### src/rtl/div_seq.sv
// div_seq: sequencer and datapath for the iterative radix-2 MIPS DIV/DIVU divider
// Ports: clk/rst; startE, signedE, srcaE, srcbE, advE, annulE from the execute stage;
//        stall_div, busy, ready, hi (remainder) and lo (quotient) back to the pipeline.
module div_seq #(
  parameter int WIDTH = 32,
  parameter int CNT_W = 6
) (
  input  logic             clk,
  input  logic             rst,
  input  logic             startE,
  input  logic             signedE,
  input  logic [WIDTH-1:0] srcaE,
  input  logic [WIDTH-1:0] srcbE,
  input  logic             advE,
  input  logic             annulE,
  output logic             stall_div,
  output logic             busy,
  output logic             ready,
  output logic [WIDTH-1:0] hi,
  output logic [WIDTH-1:0] lo
);
  localparam logic [1:0] IDLE = 2'd0, BUSY = 2'd1, DONE = 2'd2;
  logic [1:0] state_q, state_d;
  logic [CNT_W-1:0] cnt_q, cnt_d;
  logic [WIDTH:0] rem_q, rem_d, rem_nx;
  logic [WIDTH-1:0] quo_q, quo_d, dvs_q, dvs_d, hi_q, hi_d, lo_q, lo_d, quo_nx;
  logic qsign_q, qsign_d, rsign_q, rsign_d;
  logic [WIDTH+1:0] rem_sh, diff;
  logic sa, sb, go, last;
  assign sa = signedE & srcaE[WIDTH-1];
  assign sb = signedE & srcbE[WIDTH-1];
  assign go = startE & ~annulE;
  assign last = cnt_q == CNT_W'(WIDTH - 1);
  // quo_q starts as the dividend magnitude; its MSB shifts into the remainder
  // while quotient bits fill in from the bottom. diff's top bit is the borrow.
  assign rem_sh = {rem_q, quo_q[WIDTH-1]};
  assign diff = rem_sh - {2'b0, dvs_q};
  assign rem_nx = diff[WIDTH+1] ? rem_sh[WIDTH:0] : diff[WIDTH:0];
  assign quo_nx = {quo_q[WIDTH-2:0], ~diff[WIDTH+1]};
  assign stall_div = ((state_q == IDLE && startE) || state_q == BUSY) && !annulE;
  assign busy = state_q == BUSY;
  assign ready = state_q == DONE;
  assign hi = hi_q;
  assign lo = lo_q;
  always_comb begin
    state_d = state_q;
    cnt_d = cnt_q;
    rem_d = rem_q;
    quo_d = quo_q;
    dvs_d = dvs_q;
    qsign_d = qsign_q;
    rsign_d = rsign_q;
    hi_d = hi_q;
    lo_d = lo_q;
    if (state_q == IDLE && go && srcbE != '0) begin
      state_d = BUSY;
      quo_d = sa ? -srcaE : srcaE;
      dvs_d = sb ? -srcbE : srcbE;
      qsign_d = sa ^ sb;
      rsign_d = sa;
      cnt_d = '0;
      rem_d = '0;
    end else if (state_q == IDLE && go) begin
      state_d = DONE;
      lo_d = '1;
      hi_d = srcaE;
    end else if (state_q == BUSY && annulE) begin
      state_d = IDLE;
    end else if (state_q == BUSY) begin
      quo_d = quo_nx;
      rem_d = rem_nx;
      cnt_d = cnt_q + CNT_W'(1);
      if (last) begin
        state_d = DONE;
        lo_d = qsign_q ? -quo_nx : quo_nx;
        hi_d = rsign_q ? -rem_nx[WIDTH-1:0] : rem_nx[WIDTH-1:0];
      end
    end else if (state_q == DONE && (annulE || advE)) begin
      state_d = IDLE;
    end
  end
  always_ff @(posedge clk) begin
    if (rst) begin
      state_q <= IDLE;
      cnt_q <= '0;
      rem_q <= '0;
      quo_q <= '0;
      dvs_q <= '0;
      qsign_q <= 1'b0;
      rsign_q <= 1'b0;
      hi_q <= '0;
      lo_q <= '0;
    end else begin
      state_q <= state_d;
      cnt_q <= cnt_d;
      rem_q <= rem_d;
      quo_q <= quo_d;
      dvs_q <= dvs_d;
      qsign_q <= qsign_d;
      rsign_q <= rsign_d;
      hi_q <= hi_d;
      lo_q <= lo_d;
    end
  end
endmodule

### config.mk
export PLATFORM = sky130hd
export DESIGN_NAME = div_seq
export DESIGN_NICKNAME = d
export VERILOG_FILES = /design/src/rtl/div_seq.sv
export SDC_FILE = /design/constraint.sdc
export NUM_CORES = 1
export LEC_CHECK = 0
export ABC_AREA = 0
export BUFFER_PORTS_ARGS = -buffer_cell sky130_fd_sc_hd__clkbuf_2
export CAP_MARGIN = 15
export CORE_MARGIN = 1
export CORE_UTILIZATION = 50
export CTS_BUF_LIST = sky130_fd_sc_hd__clkbuf_16
export DETAILED_ROUTE_END_ITERATION = 16
export HOLD_SLACK_MARGIN = 0.03
export PLACE_DENSITY = 0.66
export SYNTH_ARGS = -nofsm -noshare
export SYNTH_HDL_FRONTEND = slang
export SYNTH_SLANG_ARGS = --single-unit
### constraint.sdc
create_clock -name clk -period 13.24 [get_ports clk]
set_input_delay 0.662 -clock clk [delete_from_list [all_inputs] [get_ports clk]]
set_output_delay 0.662 -clock clk [all_outputs]
set_load 0.05 [all_outputs]
==> metrics <==
GRT overflow 0; GR Util All Layers between 30% and 40%; vias in the first global route 11800; worst rel slew slack 28.1%; Yosys cell types 90; Int Power a little under 1 mW; max capacitance violation total 0; prevailing post-synth register cell dfxtp_1; CP Launch Type flip-flop; Yosys reg bits 171; Setup Viol. Count Final 0; Tmin final 5.34 ns; crit path max fanout 49; Synth Instances 1709; Comb pwr share a little over a third; Antenna diodes 0; WP data arrival between 5 and 6 ns; Synth Warn # 0; TritonCTS sink count approximately 170; clock power share 31.1%; P_sw roughly 0.66 mW; Die H 162 um; vias per cell a little over 6; largest net degree at the start of global routing 73; Initial Utilization 50.7%; Max VDD drop 0.0651 mV; # IOs 137; Syn Std Cell Area 12700 sq um; worst slew pin tran approximately 1.1 ns; most frequent cells in the layout 244 x nor2_1, 171 x dfxtp_1, 154 x nand2_1, 137 x a21oi_1, 135 x clkbuf_2; Initial DRT Pass Iterations 5; initial antenna violation count 1; Mapped Nets 1817; initial DRC count between 1000 and 1500; die area 26100 sq um; Post-Route Setup TNS 0 ns; Max Root-Sink Buffers 2; Power Density 116 nW/um^2; first-pass GRT wire length 66300 um; commonest non-fill, non-tap cell in the layout nor2_1; Async SR Flop Fraction 0%; unrepaired setup endpoints after global routing no; nets@finish 1877; drt wl/cell just over 20 um; Hold Fails Final Rpt 0; Core ar. roughly 25000 sq um; final HPWL from detailed placement 33100 um; Post-CTS Setup Repair Bufs 0; hold path startpoint hi[1]$_SDFFE_PP0P_; CP required 13.59 ns; met2 global-route usage 52.1%; worst reg2reg setup slack 7.90 ns; period utilisation layout between 40% and 50%; Worst Hold End hi[1]$_SDFFE_PP0P_; # port buffers 136; Post-Route WL 42600 um; Residual DRC 0; Worst-path clk slew around 0.080 ns; Lkg Pwr 5.39 nW; Placer Congestion 0.951; CTS Buf Count 17; # hold bufs at CTS 0; R2R Path End hi[24]$_SDFFE_PP0P_; row count 58; status complete, no violations; Post-synth EDFFs 0; CTS-repair resized insts 0; GRT met3 Usage around 4.8%; ratio of cells with drive above 1 in the final layout 12.9%; GR peak layer met2; sequential fraction of design power 33.4%; endpoint class of the critical path flip-flop; Reg2Reg Depth 16; f_max 187 MHz; antenna-violating nets left 0; Worst-Skew Late Latency approximately 0.45 ns; Critical R2R Launch rem_q[23]$_SDFFE_PP0P_; Max Slew Vio Count 0; chip width approximately 160 um; CTS tree done; total power around 1.6 mW; Avg Cell Area, Syn roughly 7.5 sq um; area delta synth->final 10.8%; WS Path Type flip-flop to flip-flop; worst hold path class flip-flop to flip-flop; hold depth 2; met1 GRT Util 42.2%; clock root cell clkbuf_16; H-tree depth 4; via count ~13000; post-synthesis sequential area ratio 26.9%; sw frac 40.1%; clk_skew 0.0218 ns
==> power groups by stage <==
stage          combinational (mW)  clock, mW  sequential (mW)
6_report                    0.581      0.508            0.546
5_1_grt                     0.630      0.534            0.549
4_1_cts                     0.570      0.513            0.546
3_5_place_dp                0.568          0            0.558
3_3_place_gp                0.567          0            0.557
2_1_floorplan               0.416          0            0.552
==> routing by layer <==
metal,wire (um),up-vias
li1,-,6393
met1,18500,6121
met2,19400,512
met3,2530,100
met4,2200,2
met5,13,-
==> cells in the mapped netlist, drive strengths merged, types with 6 or more instances <==
library cell | count | area [sq um]
nor2 | 246 | 926
and3 | 12 | 75.1
a21boi | 7 | 52.6
clkbuf | 89 | 335
nand2b | 13 | 81.3
and4 | 8 | 70.1
a211oi | 121 | 928
or3 | 23 | 144
xor2 | 73 | 639
a221oi | 22 | 199
a31oi | 18 | 113
a2111oi | 7 | 73.8
dfxtp | 171 | 3420
and2 | 21 | 131
nor2b | 6 | 37.5
o41ai | 13 | 140
a21oi | 140 | 712
nand4 | 16 | 100
nand3 | 17 | 85.1
xnor2 | 54 | 473
nor3 | 55 | 280
a21o | 17 | 128
o21ai | 80 | 400
inv | 57 | 214
or2 | 6 | 37.5
nand2 | 155 | 582
or4 | 14 | 109
mux2i | 36 | 360
mux2 | 10 | 113
ha | 37 | 463
o211ai | 17 | 133
buf | 21 | 104
a211o | 7 | 61.3
o31ai | 23 | 173
o21a | 7 | 52.6
nor4 | 21 | 138
==> stage by stage <==
stage | std cells | worst slack, ns | util [%] | hold slack [ns] | area [sq um]
final | 2112 | 7.90 | 56.2 | 0.452 | 14100
after CTS | 2112 | 7.99 | 56.2 | 0.455 | 14100
after global placement | 2080 | 8.13 | 53.9 | 0.443 | 13500
after floorplan | 1709 | 8.88 | - | 0.432 | 12700
after global routing | 2112 | 7.42 | 56.2 | 0.480 | 14100
after detailed placement | 2080 | 8.04 | 53.9 | 0.447 | 13500
==> worst max-delay path by stage <==
| stage | startpoint | end | slack (ns) | cells past startpoint |
|---|---|---|---|---|
| after floorplan | rem_q[7]$_SDFFE_PP0P_ | hi[24]$_SDFFE_PP0P_ | 8.88 | 17 |
| after global placement | rem_q[7]$_SDFFE_PP0P_ | hi[24]$_SDFFE_PP0P_ | 8.13 | 16 |
| after detailed placement | rem_q[23]$_SDFFE_PP0P_ | hi[24]$_SDFFE_PP0P_ | 8.04 | 16 |
| after CTS | rem_q[23]$_SDFFE_PP0P_ | hi[24]$_SDFFE_PP0P_ | 7.99 | 16 |
| after global routing | rem_q[7]$_SDFFE_PP0P_ | hi[24]$_SDFFE_PP0P_ | 7.42 | 16 |
| final | rem_q[23]$_SDFFE_PP0P_ | hi[24]$_SDFFE_PP0P_ | 7.90 | 16 |
==> worst max-delay path, cell delays in order, from the launching register on <==
cell and delay (ns):
dfxtp_1 0.37, ha_1 0.44, a21oi_1 0.42, o211ai_1 0.22
a21oi_1 0.22, nor3_1 0.12, o31a_1 0.48, nor2_4 0.19
buf_4 0.57, mux2i_1 0.35, ha_1 0.28, nand4_1 0.17
nor4_2 0.31, a211oi_1 0.19, or4_1 0.53, mux2_1 0.29
o311ai_1 0.08
==> final cells by class <==
type | instances | area, sq um
Clock buffer | 17 | 425
Clock inverter | 15 | 148
Fill cell | 2500 | 11000
Inverter | 57 | 214
Multi-Input combinational cell | 1371 | 8700
Sequential cell | 171 | 3420
Tap cell | 330 | 413
Timing Repair Buffer | 151 | 796
==> logic make-up after synthesis <==
kind of cell | share of synthesized area, %
and+or+nand+nor | 23.6
AOI/OAI and AO/OA | 28.1
DFF | 26.9
buffers and inverters | 5.13
xor gates and xnor gates | 8.73
muxes | 3.71
adders and majority gates | 3.79
==> flip-flops by register name, indices dropped and copies added, names as in the netlist, 2 cells and up <==
register and cells:
cnt_q 6, dvs_q 32, hi 32, lo 32
quo_q 32, rem_q 33, state_q 2
Power figures use the tool's default switching activity.
